==> src/rtl/serial_add_ctrl.sv <==
// Bit-serial adder controller: one full adder (two half adders + carry flop) stepped LSB-first
// across WIDTH bits. Define SERIAL_ADD_SUB_EN to add the in_sub port and a-b support.
module serial_add_ctrl #(
  parameter int WIDTH = 8
) (
  input  logic             clk,
  input  logic             rst,
  input  logic             in_valid,
  output logic             in_ready,
  input  logic [WIDTH-1:0] a,
  input  logic [WIDTH-1:0] b,
`ifdef SERIAL_ADD_SUB_EN
  input  logic             in_sub,
`endif
  output logic             out_valid,
  input  logic             out_ready,
  output logic [WIDTH-1:0] sum,
  output logic             cout
);

  localparam int CNT_W = $clog2(WIDTH);

  typedef enum logic [1:0] {
    IDLE  = 2'd0,
    SHIFT = 2'd1,
    DONE  = 2'd2
  } state_t;

  state_t             state_q, state_d;
  logic [WIDTH-1:0]   a_q, a_d;
  logic [WIDTH-1:0]   b_q, b_d;
  logic [WIDTH-1:0]   sum_q, sum_d;
  logic               cout_q, cout_d;
  logic               carry_q, carry_d;
  logic [CNT_W-1:0]   cnt_q, cnt_d;
  logic               sub_cur;
  logic               sub_acc;
  logic               last_bit;
  logic               b_bit;
  logic [1:0]         ha0;
  logic [1:0]         ha1;
  logic               s_bit;
  logic               c_nxt;

  // Returns {carry, sum} of a single half adder.
  function automatic logic [1:0] half_add(input logic x, input logic y);
    return {x & y, x ^ y};
  endfunction

`ifdef SERIAL_ADD_SUB_EN
  logic sub_q, sub_d;

  assign sub_cur = sub_q;
  assign sub_acc = in_sub;

  always_ff @(posedge clk) begin
    sub_q <= sub_d;
  end

  always_comb begin
    sub_d = sub_q;
    if (state_q == IDLE && in_valid) begin
      sub_d = in_sub;
    end
  end
`else
  assign sub_cur = 1'b0;
  assign sub_acc = 1'b0;
`endif

  // Shared bit-slice: subtract inverts B on the fly, carry preset supplies the +1.
  assign last_bit = (cnt_q == CNT_W'(WIDTH - 1));
  assign b_bit    = b_q[0] ^ sub_cur;
  assign ha0      = half_add(a_q[0], b_bit);
  assign ha1      = half_add(ha0[0], carry_q);
  assign s_bit    = ha1[0];
  assign c_nxt    = ha0[1] | ha1[1];

  // State register
  always_ff @(posedge clk) begin
    if (rst) begin
      state_q <= IDLE;
    end else begin
      state_q <= state_d;
    end
  end

  // Next-state logic
  always_comb begin
    state_d = state_q;
    case (state_q)
      IDLE:    if (in_valid)  state_d = SHIFT;
      SHIFT:   if (last_bit)  state_d = DONE;
      DONE:    if (out_ready) state_d = IDLE;
      default:                state_d = IDLE;
    endcase
  end

  // Visible result, carry and counter are cleared by reset so no partial result survives.
  always_ff @(posedge clk) begin
    if (rst) begin
      sum_q   <= '0;
      cout_q  <= 1'b0;
      carry_q <= 1'b0;
      cnt_q   <= '0;
    end else begin
      sum_q   <= sum_d;
      cout_q  <= cout_d;
      carry_q <= carry_d;
      cnt_q   <= cnt_d;
    end
  end

  always_ff @(posedge clk) begin
    a_q <= a_d;
    b_q <= b_d;
  end

  always_comb begin
    a_d     = a_q;
    b_d     = b_q;
    sum_d   = sum_q;
    cout_d  = cout_q;
    carry_d = carry_q;
    cnt_d   = cnt_q;
    case (state_q)
      IDLE: begin
        if (in_valid) begin
          a_d     = a;
          b_d     = b;
          cnt_d   = '0;
          carry_d = sub_acc;
        end
      end
      SHIFT: begin
        a_d     = a_q >> 1;
        b_d     = b_q >> 1;
        sum_d   = {s_bit, sum_q[WIDTH-1:1]};
        carry_d = c_nxt;
        if (last_bit) begin
          cout_d = c_nxt;
          cnt_d  = '0;
        end else begin
          cnt_d  = cnt_q + CNT_W'(1);
        end
      end
      default: ;
    endcase
  end

  // Output decode
  always_comb begin
    in_ready  = (state_q == IDLE);
    out_valid = (state_q == DONE);
    sum       = sum_q;
    cout      = cout_q;
  end

endmodule

==> config.mk <==
export PLATFORM = sky130hd
export DESIGN_NAME = serial_add_ctrl
export DESIGN_NICKNAME = d
export VERILOG_FILES = /design/src/rtl/serial_add_ctrl.sv
export SDC_FILE = /design/constraint.sdc
export NUM_CORES = 1
export LEC_CHECK = 0
export ABC_AREA = 1
export CAP_MARGIN = 25
export CORE_ASPECT_RATIO = 1.5
export CORE_MARGIN = 4
export CORE_UTILIZATION = 40
export CTS_BUF_LIST = sky130_fd_sc_hd__clkbuf_4 sky130_fd_sc_hd__clkbuf_8 sky130_fd_sc_hd__clkbuf_16
export DETAILED_ROUTE_END_ITERATION = 10
export PLACE_DENSITY = 0.75
export SLEW_MARGIN = 15
export SYNTH_ARGS = -nofsm -noshare
export SYNTH_HDL_FRONTEND = slang
export SYNTH_SLANG_ARGS = --single-unit
export TNS_END_PERCENT = 20
==> constraint.sdc <==
create_clock -name clk -period 3.1 [get_ports clk]
set_clock_uncertainty 0.1 [all_clocks]
set_input_delay 0.93 -clock clk [delete_from_list [all_inputs] [get_ports clk]]
set_output_delay 0.93 -clock clk [all_outputs]
set_load 0.05 [all_outputs]
# ---- After elaboration in Yosys (flattened, before gate mapping)
# Cells that the tools add are included.
dict set report classes {
  bitwise 5
  n_mux 13
  n_eq_ne 6
  n_reduce_logical 5
  add_sub_neg 1
}
# operator n
set op_table {}
lappend op_table {{one-hot mux 8 bit (2 select lines)} 2}
lappend op_table {{two-way mux 8 bit} 2}
lappend op_table {{two-way mux 2 bit} 3}
lappend op_table {{two-way mux 3 bit} 2}
lappend op_table {{one-hot mux 2 bit (3 select lines)} 1}
lappend op_table {{one-hot mux 3 bit (2 select lines)} 1}
lappend op_table {{inequality test 2 bit, second input constant} 2}
lappend op_table {{AND reduction 2 bit} 2}
lappend op_table {{adder 3 x 1 -> 3 bit, second input constant} 1}
lappend op_table {{equality test 3 bit, second input constant} 1}
lappend op_table {{AND reduction 3 bit} 1}
lappend op_table {{bitwise AND 1 bit} 2}
lappend op_table {{equality test 2 x 1 -> 1 bit, second input constant} 1}
lappend op_table {{equality test 2 bit, second input constant} 1}
lappend op_table {{zero test 2 bit} 1}
lappend op_table {{inequality test 2 x 1 -> 1 bit, second input constant} 1}
lappend op_table {{one-hot mux 1 bit (2 select lines)} 1}
lappend op_table {{nonzero test 2 bit} 1}
lappend op_table {{XOR 1 bit} 2}
lappend op_table {{two-way mux 1 bit} 1}
lappend op_table {{OR 1 bit} 1}
dict set report totals {
  output_inout_bits 11
  reg_bits 31
  input_bits 20
}

# ---- Longest topological paths before layout
dict set report depth {
  ltp_word 4
  mapped_depth 6
  mapped_depth_nobuf 6
}

# ---- Worst setup path before layout
# Ideal clock, no wire load.
dict set report synth_path {
  kind {reg2out}
  start {reg state_q[1]}
  end {out out_valid}
  required_ps 2070
  slack_ps 994
  n_path_buf 0
  stages_incl_launch_ff 3
  t_arrival_ps 1076
  cell_sequence {dfxtp_1 > inv_1 > nor2_1}
}
dict set report synth_via {
  elab_chain_cells 1
}
# item line_no
set synth_rtl {}
lappend synth_rtl {{from (decl)} 29} ;# state_t state_q, state_d;
lappend synth_rtl {{from (signal assigned)} 84} ;# state_q <= state_d;
lappend synth_rtl {{equality test 2 bit} 154} ;# out_valid = (state_q == DONE);
lappend synth_rtl {{to (decl)} 15} ;# output logic out_valid,
# Every way passes these cells.

# ---- Worst setup path in the final report
# Same ends and word-level chain as after synthesis.

==> key figures <==
Synthesis
  – Register bit total from synthesis: 31
  – Cell Area, Synth: 1295 um^2
  – Syn Nets: 163
  – Mapped Avg Cell Area: 9.250 um^2
  – Synth Warn #: 0
  – Sequential cell area fraction in the yosys report: 60.29%
  – Yosys cell types: 16
  – Cells after Synth: 140

Timing
  – Worst-Margin Slew: 657.0 ps
  – Fmax: 369.8 MHz
  – Final number of max-transition violations: 0
  – Fin crit share: 87.24%
  – Slew HR: 56.10%
  – Hold Fails Final Rpt: 0
  – Min cycle time layout: 2704 ps
  – RSZ-0062 raised after global routing: false
  – Final setup TNS: 0 ps
  – Final setup fails: 0

Clock tree
  – Clk sinks: 31
  – Number of hold-repair buffers added at the cts stage: 0
  – CTS tree: done
  – Clk slew on worst S/H paths: 60 ps
  – Bufs on Longest Clock Path: 2
  – Clk_lat worst skew: 280 ps
  – Cts repair resizes: 0
  – Num CTS Buffers: 5
  – Clock root cell: clkbuf_8
  – Post CTS Setup Buffer Count: 0
  – H-tree depth: 2

Drt
  – Remaining DRCs: 0
  – Final WL: 2337 um
  – DRT Pass-1 Iters: 4
  – DR iter-0 viols: 30
  – Vias per inst: 4.748
  – Antenna Nets Post-Route: 0
  – DR WL/cell: 10.92 um
  – Vias: 1016

Critical path
  – Worst setup EP type: primary output
  – Largest fanout on the critical path: 4
  – Worst R2R End: a_q[5]
  – Cells on worst reg2reg path: 3
  – Worst path cell trace: inv_1 -> nor2_1 -> clkdlybuf4s50_1
  – Critical Path Max Stage Delay: 820 ps
  – Critical-path top delay cell: clkdlybuf4s50_1
  – Req. time, crit path: 2070 ps
  – Crit. Startpoint: state_q[1]
  – Setup CP Type: reg -> out
  – Register-to-Register Setup Slack: 1420 ps
  – Worst setup endpoint: out_valid
  – Reg2reg start: state_q[1]
  – Startpoint type of the worst setup path: register
  – Arrival @ worst endpoint: 1670 ps

Place
  – Dpl hpwl: 1700 um
  – GPL Wtd Cong: 0.7424
  – IO Port Bufs: 30

Floorplan
  – # rows: 25
  – Area of the die: 4230 um^2
  – Initial Utilization: 41.40%
  – Core Box Area: 3128 um^2
  – Io pins: 31
  – Die width: 54.46 um
  – Die span in y: 77.69 um

Global route
  – Global-route wire length before repair: 3850 um
  – Largest net degree at the start of global routing: 29
  – GRT Overall Usage: 12.79%
  – Vias in the first global route: 907
  – GRT Residual Overflow: 0
  – Initial antenna violation count: 0

Layout
  – Commonest non-fill, non-tap cell in the layout: nand2_1
  – Ant. Diodes: 0
  – Layout cells sized above 1: 5.747%
  – Synthesis-to-finish area growth: 30.72%
  – Final Util: 54.12%
  – Most frequent cells in the layout: 51 x nand2_1, 30 x clkdlybuf4s50_1, 22 x nor2_1, 16 x edfxtp_1, 15 x dfxtp_1
  – # nets final: 196

Job
  – Max-cap violations: 0

Min path
  – Hold Crit Class: reg -> reg
  – Min-delay src: sum[0]

Power and ir drop
  – PD cells: 560.5 nW/um^2
  – Leak Pwr: 0.7184 nW
  – Peak VDD IR: 0.0003668 V

Run status
  – Status: finished, final reports clean
==> metal layers <==
metal	share of wire [%]	global-route usage, %	vias up
met1	39	14.04	451
li1	-	-	516
met2	47	19.78	43
met3	10	5.950	6
met5	0	0	-
met4	2.6	6.733	0
==> worst max-delay path: cells and delay by family (launching register included) <==
kind / cells / cell delay, ps
buf+inv: 2 / 910
flops: 1 / 330
simple gates: 1 / 150
==> how the worst min path moves through the flow <==
stage                     to  cells after the start
floorplan           cnt_q[1]                      2
global placement      sum[0]                      2
detailed placement    sum[0]                      2
CTS                   sum[0]                      2
global route          sum[0]                      2
finish                sum[0]                      2
==> per-stage QoR <==
step	setup WS [ps]	hold WS (ps)	power [W]	area, um^2	cells
final	395.6	382.5	0.0009489	1693	214
after CTS	388.6	388.2	0.0009625	1693	214
after global placement	591.2	363.3	0.0006301	1598	206
after global routing	317.4	424.6	0.0009962	1693	214
after floorplan	994.0	354.3	0.0005841	1295	140
after detailed placement	579.3	374.3	0.0006349	1598	206
==> state kept, by name (all words and copies together), names as in the netlist <==
name	flops
a_q	8
b_q	8
carry_q	1
cnt_q	3
cout	1
state_q	2
sum	8
==> report_power, final <==
part / leakage, nW / internal [W] / switching, W
clock network: 0.0517 / 0.000187 / 0.000137
logic: 0.380 / 0.0000558 / 0.0000818
registers: 0.287 / 0.000471 / 0.0000154
==> Yosys cell counts <==
library cell   n  area (um^2)
a21oi_1        5        25.02
and3_1         1        6.260
buf_12         1        20.02
buf_2          1        5.000
buf_6          2        22.52
dfxtp_1       15        300.3
edfxtp_1      16        480.5
fa_1           1        20.02
ha_1           2        25.02
inv_1          7        26.28
inv_6          1        8.760
nand2_1       51        191.4
nand2_4        1        11.26
nand3_1        5        25.02
nor2_1        22        82.58
o21ai_0        9        45.04
==> cell type report <==
cell class                      instances  area (um^2)
Timing Repair Buffer                   30        300.3
Tap cell                               40        50.05
Multi-Input combinational cell         97        431.7
Clock inverter                          1        5.005
Fill cell                             297         1435
Inverter                                8        35.03
Sequential cell                        31        780.7
Clock buffer                            7        90.09
==> kinds of logic (layout without fill, tap and decap cells) <==
group	after synthesis	in the layout	share of synthesized area, %
buffers and inverters	12	46	6.377
and+or+nand+nor	80	80	24.44
adders and majority gates	3	3	3.478
AOI/OAI and AO/OA	14	14	5.410
DFF	31	31	60.29
(Power assumes the default switching activity.)
